**config.mk**
```make
export PLATFORM = sky130hd
export DESIGN_NAME = nexys_starship_spawner
export DESIGN_NICKNAME = d
export VERILOG_FILES = /design/src/rtl/nexys_starship_pkg.sv /design/src/rtl/nexys_starship_lfsr.sv /design/src/rtl/nexys_starship_spawner.sv
export SDC_FILE = /design/constraint.sdc
export NUM_CORES = 1
export LEC_CHECK = 0
export ABC_AREA = 1
export CORE_MARGIN = 2
export CORE_UTILIZATION = 52
export CTS_CLUSTER_SIZE = 40
export DETAILED_ROUTE_END_ITERATION = 8
export PLACE_DENSITY = 0.8
export SLEW_MARGIN = 20
export SYNTH_ARGS = -nofsm -noshare
export SYNTH_HDL_FRONTEND = slang
export SYNTH_SLANG_ARGS = --single-unit
```
**constraint.sdc**
```tcl
create_clock -name timer_clk -period 1.8 [get_ports timer_clk]
set_input_delay 0.36 -clock timer_clk [delete_from_list [all_inputs] [get_ports timer_clk]]
set_output_delay 0.36 -clock timer_clk [all_outputs]
set_load 0.05 [all_outputs]
```
**src/rtl/nexys_starship_pkg.sv**
```systemverilog
// Shared definitions for the starship spawner and its LFSR: lane indices,
// spawner state encodings and the Galois feedback mask.
package nexys_starship_pkg;

    localparam int LANE_TOP    = 0;
    localparam int LANE_BOTTOM = 1;
    localparam int LANE_LEFT   = 2;
    localparam int LANE_RIGHT  = 3;

    localparam logic [15:0] LFSR_MASK = 16'hB400;

    // One-hot so the state bits map straight onto q_SP_* and stray codes are detectable
    typedef enum logic [3:0] {
        SP_IDLE = 4'b0001,
        SP_GAP  = 4'b0010,
        SP_PICK = 4'b0100,
        SP_HOLD = 4'b1000
    } sp_state_t;

endpackage

```
**src/rtl/nexys_starship_lfsr.sv**
```systemverilog
// 16-bit Galois LFSR, shifting every clock; a zero value reloads the seed so it can never lock up.
module nexys_starship_lfsr
    import nexys_starship_pkg::*;
#(
    parameter logic [15:0] SEED = 16'hACE1
) (
    input  logic        clk,
    input  logic        rst,
    output logic [15:0] value
);

    logic [15:0] next;

    always_comb begin
        next = {1'b0, value[15:1]};
        if (value[0]) next = next ^ LFSR_MASK;
    end

    always_ff @(posedge clk or posedge rst) begin
        if (rst)                 value <= SEED;
        else if (value == '0)    value <= SEED;
        else                     value <= next;
    end

endmodule

```
**src/rtl/nexys_starship_spawner.sv**
```systemverilog
// Decides when and in which lane a monster spawns: random gap, random free lane,
// request held until the lane reports busy or the hold times out.
module nexys_starship_spawner
    import nexys_starship_pkg::*;
#(
    parameter int          NUM_LANES   = 4,
    parameter logic [15:0] SEED        = 16'hACE1,
    parameter int          BASE_GAP    = 8,
    parameter int          MIN_GAP     = 2,
    parameter int          LEVEL_TICKS = 32,
    parameter int          MAX_LEVEL   = 6,
    parameter int          HOLD_MAX    = 4
) (
    input  logic                 timer_clk,
    input  logic                 Reset,
    input  logic                 play_flag,
    input  logic                 gameover_ctrl,
    input  logic [NUM_LANES-1:0] monster_busy,
    output logic [NUM_LANES-1:0] spawn_req,
    output logic [2:0]           level,
    output logic                 q_SP_Idle,
    output logic                 q_SP_Gap,
    output logic                 q_SP_Pick,
    output logic                 q_SP_Hold
);

    localparam int LVL_W  = $clog2(LEVEL_TICKS);
    localparam int HOLD_W = $clog2(HOLD_MAX);
    localparam logic [LVL_W-1:0]  LVL_LAST  = LVL_W'(LEVEL_TICKS - 1);
    localparam logic [HOLD_W-1:0] HOLD_LAST = HOLD_W'(HOLD_MAX - 1);
    localparam logic [2:0]        LEVEL_TOP = 3'(MAX_LEVEL);

    sp_state_t            state, state_n;
    logic [15:0]          lfsr;
    logic [NUM_LANES-1:0] busy_m, busy_s;
    logic [4:0]           gap_cnt, gap_cnt_n, gap_base, gap;
    logic [LVL_W-1:0]     lvl_cnt, lvl_cnt_n;
    logic [2:0]           level_n;
    logic [HOLD_W-1:0]    hold_cnt, hold_cnt_n;
    logic [1:0]           lane, lane_n, pick;
    logic                 found;
    logic [NUM_LANES-1:0] spawn_req_n;
    logic                 unused_lfsr;

    assign unused_lfsr = ^{lfsr[15:6], lfsr[3]};

    nexys_starship_lfsr #(.SEED(SEED)) u_lfsr (
        .clk   (timer_clk),
        .rst   (Reset),
        .value (lfsr)
    );

    // gap = max(BASE_GAP - level, MIN_GAP) + lfsr[2:0], kept in 5 bits
    always_comb begin
        if ({2'b00, level} + 5'(MIN_GAP) > 5'(BASE_GAP)) gap_base = 5'(MIN_GAP);
        else                                            gap_base = 5'(BASE_GAP) - {2'b00, level};
        gap = gap_base + {2'b00, lfsr[2:0]};
    end

    // First free lane at or above the random candidate, wrapping; lowest offset wins
    always_comb begin
        found = 1'b0;
        pick  = lfsr[5:4];
        for (int i = NUM_LANES - 1; i >= 0; i--) begin
            if (!busy_s[(int'(lfsr[5:4]) + i) % NUM_LANES]) begin
                found = 1'b1;
                pick  = 2'((int'(lfsr[5:4]) + i) % NUM_LANES);
            end
        end
    end

    always_comb begin
        state_n     = state;
        gap_cnt_n   = gap_cnt;
        lvl_cnt_n   = lvl_cnt;
        level_n     = level;
        hold_cnt_n  = hold_cnt;
        lane_n      = lane;
        spawn_req_n = spawn_req;
        case (state)
            SP_IDLE: begin
                spawn_req_n = '0;
                level_n     = '0;
                lvl_cnt_n   = '0;
                if (play_flag) begin
                    gap_cnt_n = gap;
                    state_n   = SP_GAP;
                end
            end
            SP_GAP: begin
                gap_cnt_n = gap_cnt - 5'd1;
                if (gap_cnt == 5'd1) state_n = SP_PICK;
            end
            SP_PICK: begin
                if (found) begin
                    spawn_req_n       = '0;
                    spawn_req_n[pick] = 1'b1;
                    hold_cnt_n        = '0;
                    lane_n            = pick;
                    state_n           = SP_HOLD;
                end
            end
            SP_HOLD: begin
                if (busy_s[lane] || hold_cnt == HOLD_LAST) begin
                    spawn_req_n = '0;
                    gap_cnt_n   = gap;
                    state_n     = SP_GAP;
                end else begin
                    hold_cnt_n = hold_cnt + HOLD_W'(1);
                end
            end
            default: begin
                spawn_req_n = '0;
                level_n     = '0;
                lvl_cnt_n   = '0;
                state_n     = SP_IDLE;
            end
        endcase

        if (state inside {SP_GAP, SP_PICK, SP_HOLD}) begin
            if (lvl_cnt == LVL_LAST) begin
                lvl_cnt_n = '0;
                if (level != LEVEL_TOP) level_n = level + 3'd1;
            end else begin
                lvl_cnt_n = lvl_cnt + LVL_W'(1);
            end
        end

        // Game over overrides every other transition
        if (gameover_ctrl) begin
            state_n     = SP_IDLE;
            spawn_req_n = '0;
            level_n     = '0;
            lvl_cnt_n   = '0;
        end
    end

    always_ff @(posedge timer_clk or posedge Reset) begin
        if (Reset) begin
            state     <= SP_IDLE;
            busy_m    <= '0;
            busy_s    <= '0;
            gap_cnt   <= '0;
            lvl_cnt   <= '0;
            level     <= '0;
            hold_cnt  <= '0;
            lane      <= '0;
            spawn_req <= '0;
        end else begin
            state     <= state_n;
            busy_m    <= monster_busy;
            busy_s    <= busy_m;
            gap_cnt   <= gap_cnt_n;
            lvl_cnt   <= lvl_cnt_n;
            level     <= level_n;
            hold_cnt  <= hold_cnt_n;
            lane      <= lane_n;
            spawn_req <= spawn_req_n;
        end
    end

    assign q_SP_Idle = (state == SP_IDLE);
    assign q_SP_Gap  = (state == SP_GAP);
    assign q_SP_Pick = (state == SP_PICK);
    assign q_SP_Hold = (state == SP_HOLD);

endmodule

```
# == After elaboration in Yosys (flattened, before gate mapping) ==
# Cells that the tools add are included.
# totals
input_bits,8
elab_cells,116
out_inout_bits,11
ff_bits,49
# op_classes
eq_ne,18
order_cmp,8
n_reduce_logical,15
n_bitwise,4
add_sub_neg,10
muxes,51
# ops
cell,count
5-bit two-way mux,7
16-bit two-way mux,2
4-bit two-way mux,8
16-bit zero test,1
4-bit case mux with 4 select lines,1
3-bit two-way mux,5
5-bit case mux with 3 select lines,1
1-bit two-way mux,13
"3-bit by 4-bit less-than comparator with 1-bit output, second input constant",3
2-bit two-way mux,6
4-bit case mux with 3 select lines,1
1-bit binary-select mux with 2-bit select,5
"2-bit by 3-bit less-than comparator with 1-bit output, second input constant",3
"3-bit by 2-bit inequality test with 1-bit output, second input constant",3
3-bit AND reduction,3
"2-bit inequality test, second input constant",3
"3-bit inequality test, second input constant",2
3-bit nonzero test,2
2-bit OR reduction,3
"5-bit by 1-bit adder with 5-bit output, second input constant",1
5-bit by 3-bit adder with 5-bit output,1
"5-bit by 1-bit == test with 1-bit output, second input constant",1
"5-bit == test, second input constant",1
"4-bit by 3-bit subtractor with 5-bit output, first input constant",1
24 further kinds,29

# == Longest topological paths before layout ==
# Gate-level depths: netlist of run 1.
# logic_depth
word_depth,17
mapped_depth,14
ltp_nobuf,14

# == Modules after synthesis ==
# Synthesis of run 1 repeated with hierarchy kept, for this count alone.
# unflattened
cells_unflattened,319
hier_area_um2,2636.3
# modules_own_cells
module,n_inst,cells_per_inst,seq_area_each_um2,area_per_inst_um2
nexys_starship_spawner,1,262,827.0,2019.4
nexys_starship_lfsr,1,57,410.4,616.8

# == Least setup slack after synthesis of run 1 ==
# Ideal clock, no wire load.
# synth_timing
path_type,register -> register
from,register level[0]
to,register gap_cnt[1]
t_required_ns,1.717
t_arrival_ns,2.247
period_less_slack_ns,2.330
setup_time_ns,0.083
path_stages_with_launch,13
path_buffers,0
setup_slack_ns,-0.530
path_cell_list,dfrtp_1 inv_1 ha_1 inv_1 nand2_1 nor2_1 nor2_1 ha_1 inv_1 fa_1 nor2_1 o21ai_0 o21ai_0
# synth_via
elab_chain_cells,6
word_cells_on_any_way,8
classes_between,add/sub (3); order compare (1); mux (4)
# synth_rtl
item,line_no,source
start: declaration,nexys_starship_spawner.sv:20,"output logic [2:0] level,"
start signal: assignment,nexys_starship_spawner.sv:155,level <= level_n;
3-bit by 2-bit adder with 4-bit output,nexys_starship_spawner.sv:55,"if ({2'b00, level} + 5'(MIN_GAP) > 5'(BASE_GAP)) gap_base = 5'(MIN_GAP);"
4-bit > comparator,nexys_starship_spawner.sv:55,
5-bit two-way mux *,nexys_starship_spawner.sv:55,
5-bit by 3-bit adder with 5-bit output *,nexys_starship_spawner.sv:57,"gap = gap_base + {2'b00, lfsr[2:0]};"
"5-bit two-way mux, on equally long branches","nexys_starship_spawner.sv:104, nexys_starship_spawner.sv:85",
5-bit case mux with 3 select lines *,nexys_starship_spawner.sv:80,case (state)
end signal: assignment,nexys_starship_spawner.sv:153,gap_cnt <= gap_cnt_n;
end: declaration,nexys_starship_spawner.sv:36,"logic [4:0] gap_cnt, gap_cnt_n, gap_base, gap;"
# Mark *: on every way between the ends. The rest lies on a longest branch, timed or not. The select of a mux whose other input is x is not followed.
# A chain may end at the register's enable or synchronous reset.

# == Worst setup path in the final report of run 1 ==
# Same ends and word-level chain as after synthesis.

==> results of run 1 <==
synth_stat cells:
cell | n | area, um^2
a21oi_1 | 9 | 45.0
a31oi_1 | 2 | 12.5
and2_4 | 1 | 8.76
and3_1 | 2 | 12.5
clkbuf_1 | 5 | 18.8
clkinv_2 | 1 | 5.00
dfrtp_1 | 40 | 1000
dfstp_2 | 9 | 236
fa_1 | 1 | 20.0
ha_1 | 12 | 150
inv_1 | 45 | 169
inv_2 | 1 | 3.75
nand2_1 | 72 | 270
nand2_2 | 5 | 31.3
nand3_1 | 31 | 155
nand3_2 | 2 | 20.0
nand4_1 | 4 | 25.0
nand4_2 | 1 | 12.5
nor2_1 | 28 | 105
nor2_2 | 1 | 6.26
nor2_4 | 1 | 11.3
nor3_1 | 5 | 25.0
nor4_1 | 2 | 12.5
o211ai_1 | 1 | 7.51
o21ai_0 | 14 | 70.1
o21ai_1 | 1 | 5.00
o21ai_2 | 1 | 8.76
o21bai_1 | 1 | 7.51
o22ai_1 | 1 | 6.26
or2_2 | 2 | 12.5
xnor2_1 | 3 | 26.3
xor2_1 | 4 | 35.0
flip-flops by register name, summed over array words and instances (netlist names):
signal        flops
lvl_cnt           5
state             4
busy_s            4
busy_m            4
level             3
spawn_req         4
u_lfsr.value     16
lane              2
hold_cnt          2
gap_cnt           5
path summary, 6_finish.rpt:
path	cells after the start	to	slack [ps]
max in group asynchronous	3	u_lfsr.value[15]$_DFF_PP1_	970
min in group timer_clk	0	busy_s[3]$_DFF_PP0_	350
hold / removal	2	busy_s[3]$_DFF_PP0_	330
setup reg to reg	12	gap_cnt[1]$_DFFE_PP0P_	-140
hold reg to reg	0	busy_s[3]$_DFF_PP0_	350
setup / recovery	12	gap_cnt[1]$_DFFE_PP0P_	-140
worst max-delay path, delay by kind of cell (launching register included):
kind	cells	cell delay (ps)
AND/OR/NAND/NOR	4	230
AO/OA/AOI/OAI	2	190
adder cells (fa/ha/maj)	3	830
flip-flops	1	420
buffers and inverters	3	180
final cells by class:
type	count	area, um^2	area share, %
inverters	47	178	5.50
flip-flops and latches	49	1240	38.4
repair buffers	45	430	13.3
clock buffers	5	68.8	2.13
clock inverters	3	22.5	0.698
multi-input cells	207	1200	37.3
well taps	67	83.8	2.60
metrics by stage:
step / instance area [um^2] / std cells / utilization [%] / setup TNS [ps]
final: 3230 / 423 / 68.3 / -342
after global routing: 3230 / 423 / 68.3 / -767
after CTS: 3170 / 419 / 67.0 / -322
after detailed placement: 3000 / 407 / 63.4 / -557
after global placement: 3000 / 407 / 63.4 / -228
after floorplan: 2560 / 308 / - / -914
metal layers:
metal | part of all wire (%) | track usage, % | vias up
met5 | 0 | 0 | -
met4 | 1.6 | 7.88 | 0
met3 | 4.0 | 3.43 | 7
met2 | 51 | 35.6 | 37
met1 | 43 | 24.6 | 1018
li1 | - | - | 1082
cell families after synthesis:
family | after synthesis | synth area share, %
AO/OA/AOI/OAI | 30 | 6.41
XOR/XNOR | 7 | 2.42
adder cells (fa/ha/maj) | 13 | 6.71
buffers and inverters | 52 | 7.75
flip-flops | 49 | 48.8
AND/OR/NAND/NOR | 157 | 27.9
power by group:
part	total, W	switching (W)	internal (W)
logic	0.000856	0.000525	0.000330
registers	0.00130	0.0000831	0.00122
clock network	0.000672	0.000396	0.000276
total	0.00283	0.00100	0.00183
repair_timing:
action                     in CTS  in global routing
buffers inserted                4                  4
gates resized for setup        11                 12
pin swaps                       9                 11
setup endpoints to repair      10                 14
==> impl_metrics.yaml, run 1 <==
yosys:
  synthCells: 308
  synth_cell_types: 32
  post_synth_instance_area_mm2: 0.00254
  syn_area_per_cell_um2: 8.23
  yosys_warnings: 0
  synth-seq-cells: 49
  ys_seq_area_share_pct: 48.8
  syn-num-nets: 329
die:
  core_area_mm2: 0.00472
  start_util_pct: 53.7
  die_y_um: 73.8
  die_w_um: 73.8
  fp.dieArea_mm2: 0.00545
  io_pins: 19
  row_count: 25
drt:
  wire_per_inst_um: 11.8
  vias: 2144
  finalWirelength_um: 5010
  drc: 0
  first_pass_iters: 5
  drt_iter0_markers: 89
  viasPerCell: 5.07
  drtAntennaViolNets: 0
cts:
  htreeDepth: 2
  path_clk_slew_ps: 90
  cts.path.max_buffers: 2
  clk_root_buffer_cell: "clkbuf_8"
  cts_hold_repair.buffers: 0
  cts.sinks: 49
  numCtsBuffers: 5
  clkLatencyLatePin_ps: 310
  cts_tree: "done"
critical_path:
  required_ps: 2000
  crit_path_cell_trace: "inv_2 -> ha_4 -> inv_2 -> nand2_4 -> nor2_4 -> nor2_2 -> ha_2 -> inv_2 -> fa_2 -> nor2_1 -> o21ai_1 -> o21ai_1"
  end_kind: "flop"
  cpMostUsedCell: "inv_2"
  r2r_start: "level[0]$_DFF_PP0_"
  cp_max_fo: 3
  cpMaxStageDelayCell: "fa_2"
  startpoint: "level[0]$_DFF_PP0_"
  cp-start-kind: "flop"
  cpPeakStageDelay_ps: 510
  worst_ep_arrival_time_ps: 2150
  path_class: "flop to flop"
grt:
  grt_usage_pct: 20.3
  first_global_vias: 2040
  antenna_found_initial: 0
  grt_max_degree: 21
  grt_remaining_overflow: 0
  grt_pass1_wl_um: 8560
power_and_ir_drop:
  power_leakage_nw: 1.63
  total_power_w: 0.00283
  vdd_drop_max_mv: 0.526
  powerDensity_mw_per_mm2: 877
final_layout:
  n_antenna_cell: 0
  fin_nets: 376
  mostFrequentLayoutCell: "nand2_1"
  area_growth_pct: 27.3
  fillCellCount: 362
  final_cell_mix: "nand2_1 (69), dfrtp_1 (38), inv_1 (36)"
  drive_gt1_share_pct: 27.8
run:
  drv_cap: 0
run_status:
  status: "complete, but fails checks"
  violations: "negative setup slack"
sta:
  slew_viol_final: 0
  setup_ws_ps: -144
  hold_viol: 0
  relSlewSlack_pct: 75.8
  timing.final.crit_period_ps: 1940
  skew_ps: 4.68
  hold_slack_ps: 325
  max_freq_mhz: 515
  setup_viol: 4
  worst_slew_pin_slew_ps: 362
  min_period_over_period_pct: 108
  grt_setup_unrepaired: "true"
place:
  place_congestion: 0.840
  dpl.hpwl_um: 3800
  dp_slack_ps: -191
  port_buffers: 18
min_path:
  holdCritPathClass: "primary input to async pin"
Power figures use the tool's default switching activity.
==> run 2, diff against run 1 <==
--- a/config.mk
+++ b/config.mk
@@ -7,11 +7,12 @@
 export LEC_CHECK = 0
 export ABC_AREA = 1
 export CORE_MARGIN = 2
-export CORE_UTILIZATION = 52
+export CORE_UTILIZATION = 53
 export CTS_CLUSTER_SIZE = 40
 export DETAILED_ROUTE_END_ITERATION = 8
-export PLACE_DENSITY = 0.8
+export PLACE_DENSITY = 0.81
 export SLEW_MARGIN = 20
 export SYNTH_ARGS = -nofsm -noshare
 export SYNTH_HDL_FRONTEND = slang
+export SYNTH_HIERARCHICAL = 1
 export SYNTH_SLANG_ARGS = --single-unit
==> run 2 against run 1 <==
Net effect:
- the flow still finishes with violations (negative setup slack)
- cell count down 2.1%
- first-iteration DRC count up 26%
- synthesized cell count is 3.6% higher
- combinational power rose by 2.8%
- cell area decreased by 2.4%
- global-route usage down 0.66 points
- critical path depth did not move
- register-to-register slack better by 70 ps
- power grew 0.81%
- clock power is essentially flat
- worst setup slack improved by 66 ps
- critical path type unchanged
- critical endpoint unchanged
==> impl_metrics.yaml, run 2 <==
grt:
  grt_pass1_wl_um: 8340
  antenna_found_initial: 0
  grt_usage_pct: 19.6
  grt_remaining_overflow: 0
  grt_max_degree: 34
  first_global_vias: 1933
sta:
  worst_slew_pin_slew_ps: 591
  setup_viol: 4
  slew_viol_final: 0
  max_freq_mhz: 533
  timing.final.crit_period_ps: 1880
  hold_slack_ps: 355
  skew_ps: 10.4
  grt_setup_unrepaired: "true"
  relSlewSlack_pct: 60.5
  min_period_over_period_pct: 104
  hold_viol: 0
  setup_ws_ps: -77.4
  tns_ps: -191
drt:
  wl_met1_um: 2220
  finalWirelength_um: 4760
  highest-signal-layer: "met4"
  first_pass_iters: 4
  viasPerCell: 4.87
  wire_per_inst_um: 11.5
  met3_length_um: 157
  wl_met2_um: 2340
  drt_iter0_markers: 112
  vias: 2016
  drc: 0
  drtAntennaViolNets: 0
final_layout:
  mostFrequentLayoutCell: "nand2_1"
  area_growth_pct: 19.5
  regMostFlops: "u_lfsr/value"
  multi_input_area_mm2: 0.00126
  reg_top3: "u_lfsr/value x16, gap_cnt x5, lvl_cnt x5"
  fin_nets: 366
  post-route-util_pct: 66.2
  largest_reg_flops: 16
  fillCellCount: 372
  final_cell_mix: "nand2_1 (89), dfrtp_1 (38), inv_1 (33)"
  n_antenna_cell: 0
  seq_area_mm2: 0.00124
  drive_gt1_share_pct: 25.4
yosys:
  yosys_warnings: 6
  synth-seq-cells: 49
  syn_area_per_cell_um2: 8.26
  synthCells: 319
  synth_area_leaders: "dfrtp_1 (38%), nand2_1 (13%), dfstp_2 (9.0%)"
  yosys_most_used_dff: "dfrtp_1"
  yosys-top-cells-count: "nand2_1 (89), dfrtp_1 (40), inv_1 (37)"
  async_reset_ff_share_pct: 100
  yosysMostFrequentCell: "nand2_1"
  synth_edf_count: 0
  post_synth_instance_area_mm2: 0.00264
  synth_cell_types: 29
  synth_area_leader_cell: "dfrtp_1"
  synth_top_area_share_pct: 38.0
  ys_seq_area_share_pct: 46.9
  syn-num-nets: 339
cts:
  cts.sinks: 49
  cts_tree: "done"
  path_clk_slew_ps: 90
  cts.path.max_buffers: 2
  clkLatencyLatePin_ps: 300
  htreeDepth: 2
  clk_root_buffer_cell: "clkbuf_8"
  numCtsBuffers: 5
critical_path:
  rrSetupSlack_ps: -80
  cp_max_fo: 3
  path_class: "flop to flop"
  required_ps: 1980
  startpoint: "level[0]$_DFF_PP0_"
  r2r_start: "level[0]$_DFF_PP0_"
  end_kind: "flop"
  cp-start-kind: "flop"
  worst_ep_arrival_time_ps: 2060
  r2r-end: "gap_cnt[1]$_DFFE_PP0P_"
  ff2ff_path_depth: 12
  cp-endpoint: "gap_cnt[1]$_DFFE_PP0P_"
die:
  die_y_um: 74.5
  io_pins: 19
  row_count: 25
  start_util_pct: 55.4
  die_w_um: 74.5
  core_area_mm2: 0.00475
  fp.dieArea_mm2: 0.00555
run_status:
  status: "complete, but fails checks"
  violations: "negative setup slack"
power_and_ir_drop:
  vdd_drop_max_mv: 0.703
  power_leakage_nw: 1.60
  total_power_w: 0.00286
  powerDensity_mw_per_mm2: 907
run:
  drv_cap: 0
place:
  dpl.hpwl_um: 3580
  port_buffers: 18
  place_congestion: 0.947
min_path:
  holdCritPathClass: "flop to flop"
-- run 2: cell count changes after synthesis, sizes merged, moves of 4 or more --
cell,delta
nand4,-4
nand2,+23
nor2,+6
inv,-4
-- run 2: layout make-up --
class	instances	share of cell area [%]
multi-input cells	219	40.1
flip-flops and latches	49	39.4
repair buffers	29	9.46
inverters	42	5.32
well taps	67	2.66
clock buffers	6	2.62
clock inverters	2	0.437
-- run 2: timing repair --
item                                    4_1_cts  5_1_grt
hold buffers                                  0        0
endpoints found under the setup margin        4       12
gates resized for setup                       4        3
pin swaps                                     8        3
buffers inserted                              2        1
hold endpoints to repair                      0        0
-- run 2: worst max-delay path, stage by stage, from the launching register on --
cell and delay [ps]:
dfrtp_2 430, inv_4 80, ha_4 130, inv_2 40, nand3_2 50, inv_2 40, nor2_1 120, ha_2 200
fa_2 430, nand2_1 60, o21ai_1 60, nand2_1 60, o21ai_1 60
-- run 2: worst min path at each step --
stage | start | to | cells after the start
5_1_grt | busy_m[1]$_DFF_PP0_ | busy_s[1]$_DFF_PP0_ | 0
2_1_floorplan | Reset | u_lfsr/value[12]$_DFF_PP0_ | 1
3_3_place_gp | busy_m[2]$_DFF_PP0_ | busy_s[2]$_DFF_PP0_ | 0
6_report | busy_m[0]$_DFF_PP0_ | busy_s[0]$_DFF_PP0_ | 0
4_1_cts | busy_m[0]$_DFF_PP0_ | busy_s[0]$_DFF_PP0_ | 0
3_5_place_dp | busy_m[0]$_DFF_PP0_ | busy_s[0]$_DFF_PP0_ | 0
-- run 2: logic make-up after synthesis --
group / share of synthesized area [%]
and+or+nand+nor: 31.1
AOI/OAI and AO/OA: 3.89
buffers and inverters: 8.12
DFF: 46.9
xor gates and xnor gates: 3.99
adders and majority gates: 5.98
-- run 2: per-stage QoR --
stage	setup slack, ps	area (um^2)	instances
6_report	-77.4	3150	414
3_3_place_gp	-32.3	2990	403
2_1_floorplan	-238	2680	319
3_5_place_dp	-84.4	2990	403
4_1_cts	-82.6	3120	413
5_1_grt	-195	3150	414
-- run 2: metal layers --
metal / global-route usage, % / vias to the layer above
li1: - / 1041
met1: 27.7 / 937
met2: 30.5 / 34
met3: 4.20 / 4
met4: 6.15 / 0
met5: 0 / -
-- run 2: report_power, final --
part	switching (W)	internal, W
sequential	0.0000895	0.00122
clock	0.000357	0.000312
combinational	0.000544	0.000336
total	0.000990	0.00186
